File: src/rtl/regfile_pkg.sv
// regfile_pkg: shared definitions for the banked register file.
//   - mode_e    : processor mode encodings (M field)
//   - PHYS_*    : physical register indices after bank mapping
//   - NUM_PHYS  : physical registers including the PC
//   - NUM_GPR   : general (non-PC) physical registers
package regfile_pkg;

  typedef enum logic [4:0] {
    MODE_USR = 5'b10000,
    MODE_FIQ = 5'b10001,
    MODE_IRQ = 5'b10010,
    MODE_SVC = 5'b10011,
    MODE_ABT = 5'b10111,
    MODE_UND = 5'b11011,
    MODE_SYS = 5'b11111
  } mode_e;

  // Physical layout: 0-7 shared, 8-12 usr r8-r12, 13-17 fiq r8-r12,
  // 18-29 r13/r14 pairs per mode, 30 is the PC.
  localparam logic [4:0] PHYS_R8_USR  = 5'd8;
  localparam logic [4:0] PHYS_R8_FIQ  = 5'd13;
  localparam logic [4:0] PHYS_R13_USR = 5'd18;
  localparam logic [4:0] PHYS_R13_FIQ = 5'd20;
  localparam logic [4:0] PHYS_R13_IRQ = 5'd22;
  localparam logic [4:0] PHYS_R13_SVC = 5'd24;
  localparam logic [4:0] PHYS_R13_ABT = 5'd26;
  localparam logic [4:0] PHYS_R13_UND = 5'd28;
  localparam logic [4:0] PHYS_PC      = 5'd30;

  localparam int unsigned NUM_PHYS = 31;
  localparam int unsigned NUM_GPR  = 30;

endpackage

File: src/rtl/bank_map.sv
// bank_map: combinational map from (mode, architectural address) to the
// physical register index.
//   m       in  5   processor mode
//   addr    in  AW  architectural register address (15 = PC)
//   phys    out 5   physical register index
//   illegal out 1   m is not a recognised mode (usr bank is used)
module bank_map
  import regfile_pkg::*;
#(
  parameter int AW = 4
) (
  input  logic [4:0]    m,
  input  logic [AW-1:0] addr,
  output logic [4:0]    phys,
  output logic          illegal
);

  logic       is_fiq;
  logic [4:0] base13;

  always_comb begin
    illegal = 1'b0;
    is_fiq  = 1'b0;
    base13  = PHYS_R13_USR;
    case (m)
      MODE_USR, MODE_SYS: ;
      MODE_FIQ: begin is_fiq = 1'b1; base13 = PHYS_R13_FIQ; end
      MODE_IRQ: base13 = PHYS_R13_IRQ;
      MODE_SVC: base13 = PHYS_R13_SVC;
      MODE_ABT: base13 = PHYS_R13_ABT;
      MODE_UND: base13 = PHYS_R13_UND;
      default:  illegal = 1'b1;
    endcase

    if (addr == AW'(15))
      phys = PHYS_PC;
    else if (addr >= AW'(13))
      phys = base13 + 5'(addr - AW'(13));
    else if (addr >= AW'(8) && is_fiq)
      phys = PHYS_R8_FIQ + 5'(addr - AW'(8));
    else
      phys = 5'(addr);
  end

endmodule

File: src/rtl/banked_regfile_mp.sv
// banked_regfile_mp: mode-banked register file with NRD combinational read
// ports, one write port and a dedicated PC with load/auto-increment.
//   clk       in  1       clock
//   rst       in  1       asynchronous active-low reset
//   r_addr    in  NRD*AW  packed read addresses (port k at [k*AW +: AW])
//   r_data    out NRD*DW  packed read data (port k at [k*DW +: DW])
//   w_addr    in  AW      write address
//   w_data    in  DW      write data
//   write_reg in  1       register write enable
//   write_pc  in  1       PC load enable
//   pc_data   in  DW      PC load value
//   pc_inc    in  1       PC increment enable
//   M         in  5       processor mode
//   pc_out    out DW      stored PC
//   mode_err  out 1       sticky illegal-mode flag
module banked_regfile_mp
  import regfile_pkg::*;
#(
  parameter int DW       = 32,
  parameter int NRD      = 3,
  parameter int AW       = 4,
  parameter int PC_STEP  = 4,
  parameter int RESET_PC = 0,
  parameter int BYPASS   = 1
) (
  input  logic              clk,
  input  logic              rst,
  input  logic [NRD*AW-1:0] r_addr,
  output logic [NRD*DW-1:0] r_data,
  input  logic [AW-1:0]     w_addr,
  input  logic [DW-1:0]     w_data,
  input  logic              write_reg,
  input  logic              write_pc,
  input  logic [DW-1:0]     pc_data,
  input  logic              pc_inc,
  input  logic [4:0]        M,
  output logic [DW-1:0]     pc_out,
  output logic              mode_err
);

  localparam logic [AW-1:0] PC_ADDR = AW'(15);

  logic [DW-1:0]  regs [NUM_GPR];
  logic [DW-1:0]  pc;

  logic [4:0]     wr_phys;
  logic           wr_illegal;
  logic [NRD-1:0] rd_illegal;

  logic           gpr_we;
  logic           pc_load;
  logic [DW-1:0]  pc_load_val;
  logic [DW-1:0]  pc_next;

  bank_map #(.AW(AW)) u_wr_map (
    .m       (M),
    .addr    (w_addr),
    .phys    (wr_phys),
    .illegal (wr_illegal)
  );

  // write_pc outranks a write_reg to r15, which outranks pc_inc.
  always_comb begin
    gpr_we      = write_reg && (w_addr != PC_ADDR);
    pc_load     = write_pc || (write_reg && (w_addr == PC_ADDR));
    pc_load_val = write_pc ? pc_data : w_data;
    if (pc_load)
      pc_next = pc_load_val;
    else if (pc_inc)
      pc_next = pc + DW'(PC_STEP);
    else
      pc_next = pc;
  end

  always_ff @(posedge clk or negedge rst) begin
    if (!rst) begin
      for (int unsigned i = 0; i < NUM_GPR; i++)
        regs[i] <= '0;
      pc       <= DW'(RESET_PC);
      mode_err <= 1'b0;
    end else begin
      if (gpr_we)
        regs[wr_phys] <= w_data;
      pc <= pc_next;
      if (wr_illegal || (|rd_illegal))
        mode_err <= 1'b1;
    end
  end

  assign pc_out = pc;

  for (genvar k = 0; k < NRD; k++) begin : g_rd
    logic [AW-1:0] addr;
    logic [4:0]    phys;
    logic [DW-1:0] val;
    logic          wr_hit;

    assign addr = r_addr[k*AW +: AW];

    bank_map #(.AW(AW)) u_rd_map (
      .m       (M),
      .addr    (addr),
      .phys    (phys),
      .illegal (rd_illegal[k])
    );

    // Physical-index compare so a write only forwards to a read of the
    // same bank copy; pc_inc alone is deliberately not forwarded.
    always_comb begin
      wr_hit = gpr_we && (addr != PC_ADDR) && (phys == wr_phys);
      if (addr == PC_ADDR)
        val = (BYPASS != 0 && pc_load) ? pc_load_val : pc;
      else if (BYPASS != 0 && wr_hit)
        val = w_data;
      else
        val = regs[phys];
    end

    assign r_data[k*DW +: DW] = val;
  end

endmodule

File: config.mk
export PLATFORM = sky130hd
export DESIGN_NAME = banked_regfile_mp
export DESIGN_NICKNAME = d
export VERILOG_FILES = /design/src/rtl/regfile_pkg.sv /design/src/rtl/bank_map.sv /design/src/rtl/banked_regfile_mp.sv
export SDC_FILE = /design/constraint.sdc
export NUM_CORES = 2
export LEC_CHECK = 0
export CORE_ASPECT_RATIO = 1.75
export CORE_MARGIN = 4
export CORE_UTILIZATION = 35
export DETAILED_ROUTE_END_ITERATION = 10
export DONT_BUFFER_PORTS = 1
export PLACE_DENSITY = 0.57
export SLEW_MARGIN = 20
export SYNTH_ARGS = -nofsm -noshare
export SYNTH_HDL_FRONTEND = slang
export SYNTH_SLANG_ARGS = --single-unit
File: constraint.sdc
create_clock -name clk -period 4.9 [get_ports clk]
set_input_delay 0.49 -clock clk [delete_from_list [all_inputs] [get_ports clk]]
set_output_delay 0.49 -clock clk [all_outputs]
set_load 0.05 [all_outputs]
==> results.json <==
{
  "grt_pass1_vias": 62511,
  "cts_tree": "yes",
  "worst_setup_path_start_kind": "input pin",
  "critPathKind": "input pin to output pin",
  "worst_slew_pin_slew_ns": 1.15,
  "synthTopCellsByArea": "dfrtp_1 (37%), mux2_2 (15%), mux2i_1 (12%), nand2_1 (7.9%), nand3_1 (2.9%)",
  "cts.path.max_buffers": 3,
  "track_usage": 0.310,
  "ctsHtreeMaxLevel": 3,
  "hold_class": "input pin to flop",
  "cts_buffers": 95,
  "yosys-top-cells-count": "nand2_1 (1404), dfrtp_1 (993), mux2_2 (893)",
  "p_leak_nw": 35.6,
  "timing.fmax_mhz": 207,
  "routedWlPerCell_um": 32.7,
  "finalSetupViolations": 0,
  "cts.sink_count": 993,
  "crit_slowest_cell": "a221o_2",
  "finalCritPeriodShare": 0.987,
  "reg2reg_from": "pc_out[2]$_DFFE_PN0N_",
  "cp-end-kind": "output pin",
  "dp_hpwl_um": 207000,
  "die_h_um": 585,
  "period_needed_ns": 4.84,
  "slew_viol_final": 0,
  "synth_top_cell_by_area": "dfrtp_1",
  "hold_violations": 0,
  "coreArea_um2": 189000,
  "syn_nets": 7158,
  "regArea_um2": 24800,
  "dieArea_um2": 197000,
  "yosys_warnings": 0,
  "dr_total_vias": 63645,
  "ys_types": 90,
  "multiInputGateArea_um2": 39700,
  "fin_cells": 9754,
  "final_core_util": 0.426,
  "place_inst": 9508,
  "status": "finished, final reports clean",
  "r2r_cells": 11,
  "cp_common_cell": "buf_12",
  "min_path_cells": 2,
  "drcViolationCount": 0,
  "synthCells": 7035,
  "setup_slack_ns": 0.0629,
  "grt_overflow": 0,
  "cts-root-buf": "clkbuf_16",
  "final.fill_count": 18246,
  "synth_edf_count": 0,
  "clock_latency_ns": 0.72,
  "place_congestion": 0.966,
  "reg2reg_slack_ns": 1.28,
  "fin_setup_tns_ns": 0,
  "drt-total-wl_um": 319000,
  "yosysMostFrequentCell": "nand2_1",
  "ys_async_sr_fraction": 1.00,
  "crit_chain": "xnor2_1, a21oi_1, nor3b_2, buf_4, buf_6, and2_1, ha_1, and3_1, or3_4, and3_4, o211ai_4, buf_12, buf_12, o22ai_1, nor4_4, a31oi_2, a221o_2, buf_12",
  "area_growth_syn_to_layout_pct": 21.1,
  "synth_ff_type": "dfrtp_1",
  "dieWidth_um": 338,
  "avgSynthCellArea_um2": 9.46,
  "grt_pass1_wl_um": 448000,
  "irDropWorstVdd_mv": 0.374,
  "rows": 211,
  "viasPerCell": 6.53,
  "worstPathArrival_ns": 4.35,
  "rsz0062_at_grt": "yes",
  "placed_area_um2": 76100,
  "drv_cap": 0,
  "floorplan.initialDensity": 0.352,
  "final_area_um2": 80600,
  "pre_cts_ws_ns": -0.374,
  "clock_skew_ns": 0.0259,
  "syn_area_um2": 66600,
  "antenna_found_initial": 10,
  "ant_nets": 0,
  "numPortBuffers": 0,
  "cpPeakStageDelay_ns": 0.49,
  "min-delay-start": "pc_inc",
  "num_io_pins": 219,
  "yosysTopAreaCellShare": 0.373,
  "finalNetCount": 7344,
  "holdWs_ns": 0.0231,
  "r2r-end": "pc_out[26]$_DFFE_PN0N_",
  "crit_fanout": 10,
  "dr.pass1.iters": 9,
  "grt_max_degree": 221,
  "synth_seq_cells": 993,
  "power.density_nw_per_um2": 413,
  "drive_gt1_frac": 0.281,
  "max_slew_margin": 0.230,
  "required_ns": 4.41,
  "hold_end": "pc_out[3]$_DFFE_PN0N_",
  "clkTransAtPathRegs_ns": 0.07,
  "drt_iter0_drc": 7824,
  "ys_seq_area_frac": 0.373,
  "power_mw": 33.3
}
-- state kept, by name (all words and copies together), names as in the netlist --
| register | flops |
|---|---|
| regs | 960 |
| pc_out | 32 |
| mode_err | 1 |
-- worst max path at each step --
| stage | startpoint | to | slack [ns] | cells after the start |
|---|---|---|---|---|
| 6_report | M[3] | r_data[66] | 0.06 | 18 |
| 5_1_grt | M[3] | r_data[16] | -0.1 | 20 |
| 4_1_cts | M[1] | r_data[66] | -0.13 | 18 |
| 3_5_place_dp | M[1] | r_data[66] | -0.37 | 18 |
| 3_3_place_gp | M[1] | r_data[66] | -0.49 | 17 |
| 2_1_floorplan | M[1] | r_data[21] | -0.14 | 16 |
-- layout by cell type (no fill, tap or decap), types with 25 or more instances in the layout --
| cell | count |
|---|---|
| a21boi_0 | 59 |
| a221oi_1 | 57 |
| xor2_1 | 25 |
| mux2_2 | 892 |
| a22o_1 | 31 |
| nor4_1 | 104 |
| o21a_1 | 30 |
| mux2_1 | 70 |
| inv_1 | 27 |
| nor2_1 | 31 |
| buf_4 | 453 |
| o22ai_1 | 253 |
| a211oi_1 | 61 |
| o21ai_2 | 30 |
| a211o_1 | 33 |
| a2111o_1 | 30 |
| nand2_1 | 1389 |
| a32oi_1 | 66 |
| a31oi_1 | 31 |
| nor3_1 | 32 |
| o31ai_4 | 34 |
| a22oi_1 | 57 |
| buf_12 | 272 |
| mux2i_1 | 767 |
| a21o_1 | 33 |
| ha_1 | 28 |
| dfrtp_1 | 993 |
| a21oi_1 | 369 |
| nand4_1 | 42 |
| a32o_1 | 63 |
| o21ai_0 | 40 |
| clkbuf_16 | 98 |
| nand3_1 | 374 |
-- routing by layer --
layer  global-route usage  routed length, um  up-vias
li1                     -                  -    26153
met3               0.0753              31100     1441
met1                0.350             110000    31864
met2                0.490             144000     4177
met5              0.00173                103        -
met4                0.266              33500       10
-- logic make-up after synthesis --
family / Yosys count / synth area share
AOI/OAI and AO/OA: 1363 / 0.142
xor gates and xnor gates: 48 / 0.00632
adders and majority gates: 33 / 0.00665
buffers and inverters: 720 / 0.0507
DFF: 993 / 0.373
muxes: 1732 / 0.279
and+or+nand+nor: 2146 / 0.142
-- report_power, final --
group / internal, mW / switching (mW) / leakage [nW]
Clock: 4.44 / 3.66 / 1.61
Combinational: 5.70 / 6.91 / 21.1
Sequential: 10.2 / 2.36 / 12.8
Total: 20.3 / 12.9 / 35.6
-- final cells by class --
| cell class | instances | share of cell area |
|---|---|---|
| Timing Repair Buffer | 782 | 0.119 |
| Sequential cell | 993 | 0.308 |
| Inverter | 27 | 0.00126 |
| Clock inverter | 40 | 0.00649 |
| Tap cell | 2449 | 0.0380 |
| Clock buffer | 134 | 0.0339 |
| Multi-Input combinational cell | 5322 | 0.493 |
| Antenna cell | 7 | 0.000217 |
-- critical path: cells and delay by family --
kind                     cells  cell delay [ns]
buffers and inverters        5             0.81
adder cells (fa/ha/maj)      1             0.32
AND/OR/NAND/NOR              6             1.41
AO/OA/AOI/OAI                5             1.18
XOR/XNOR                     1             0.10
-- timing repair --
| item | 4_1_cts | 5_1_grt |
|---|---|---|
| gates resized for setup | 31 | 74 |
| pin swaps | 6 | 20 |
| endpoints found under the hold margin | 1217 | 0 |
| setup endpoints to repair | 39 | 95 |
| gates cloned | 0 | 4 |
| buffers inserted | 9 | 11 |
| hold buffers | 38 | 0 |
Power figures use the tool's default switching activity.
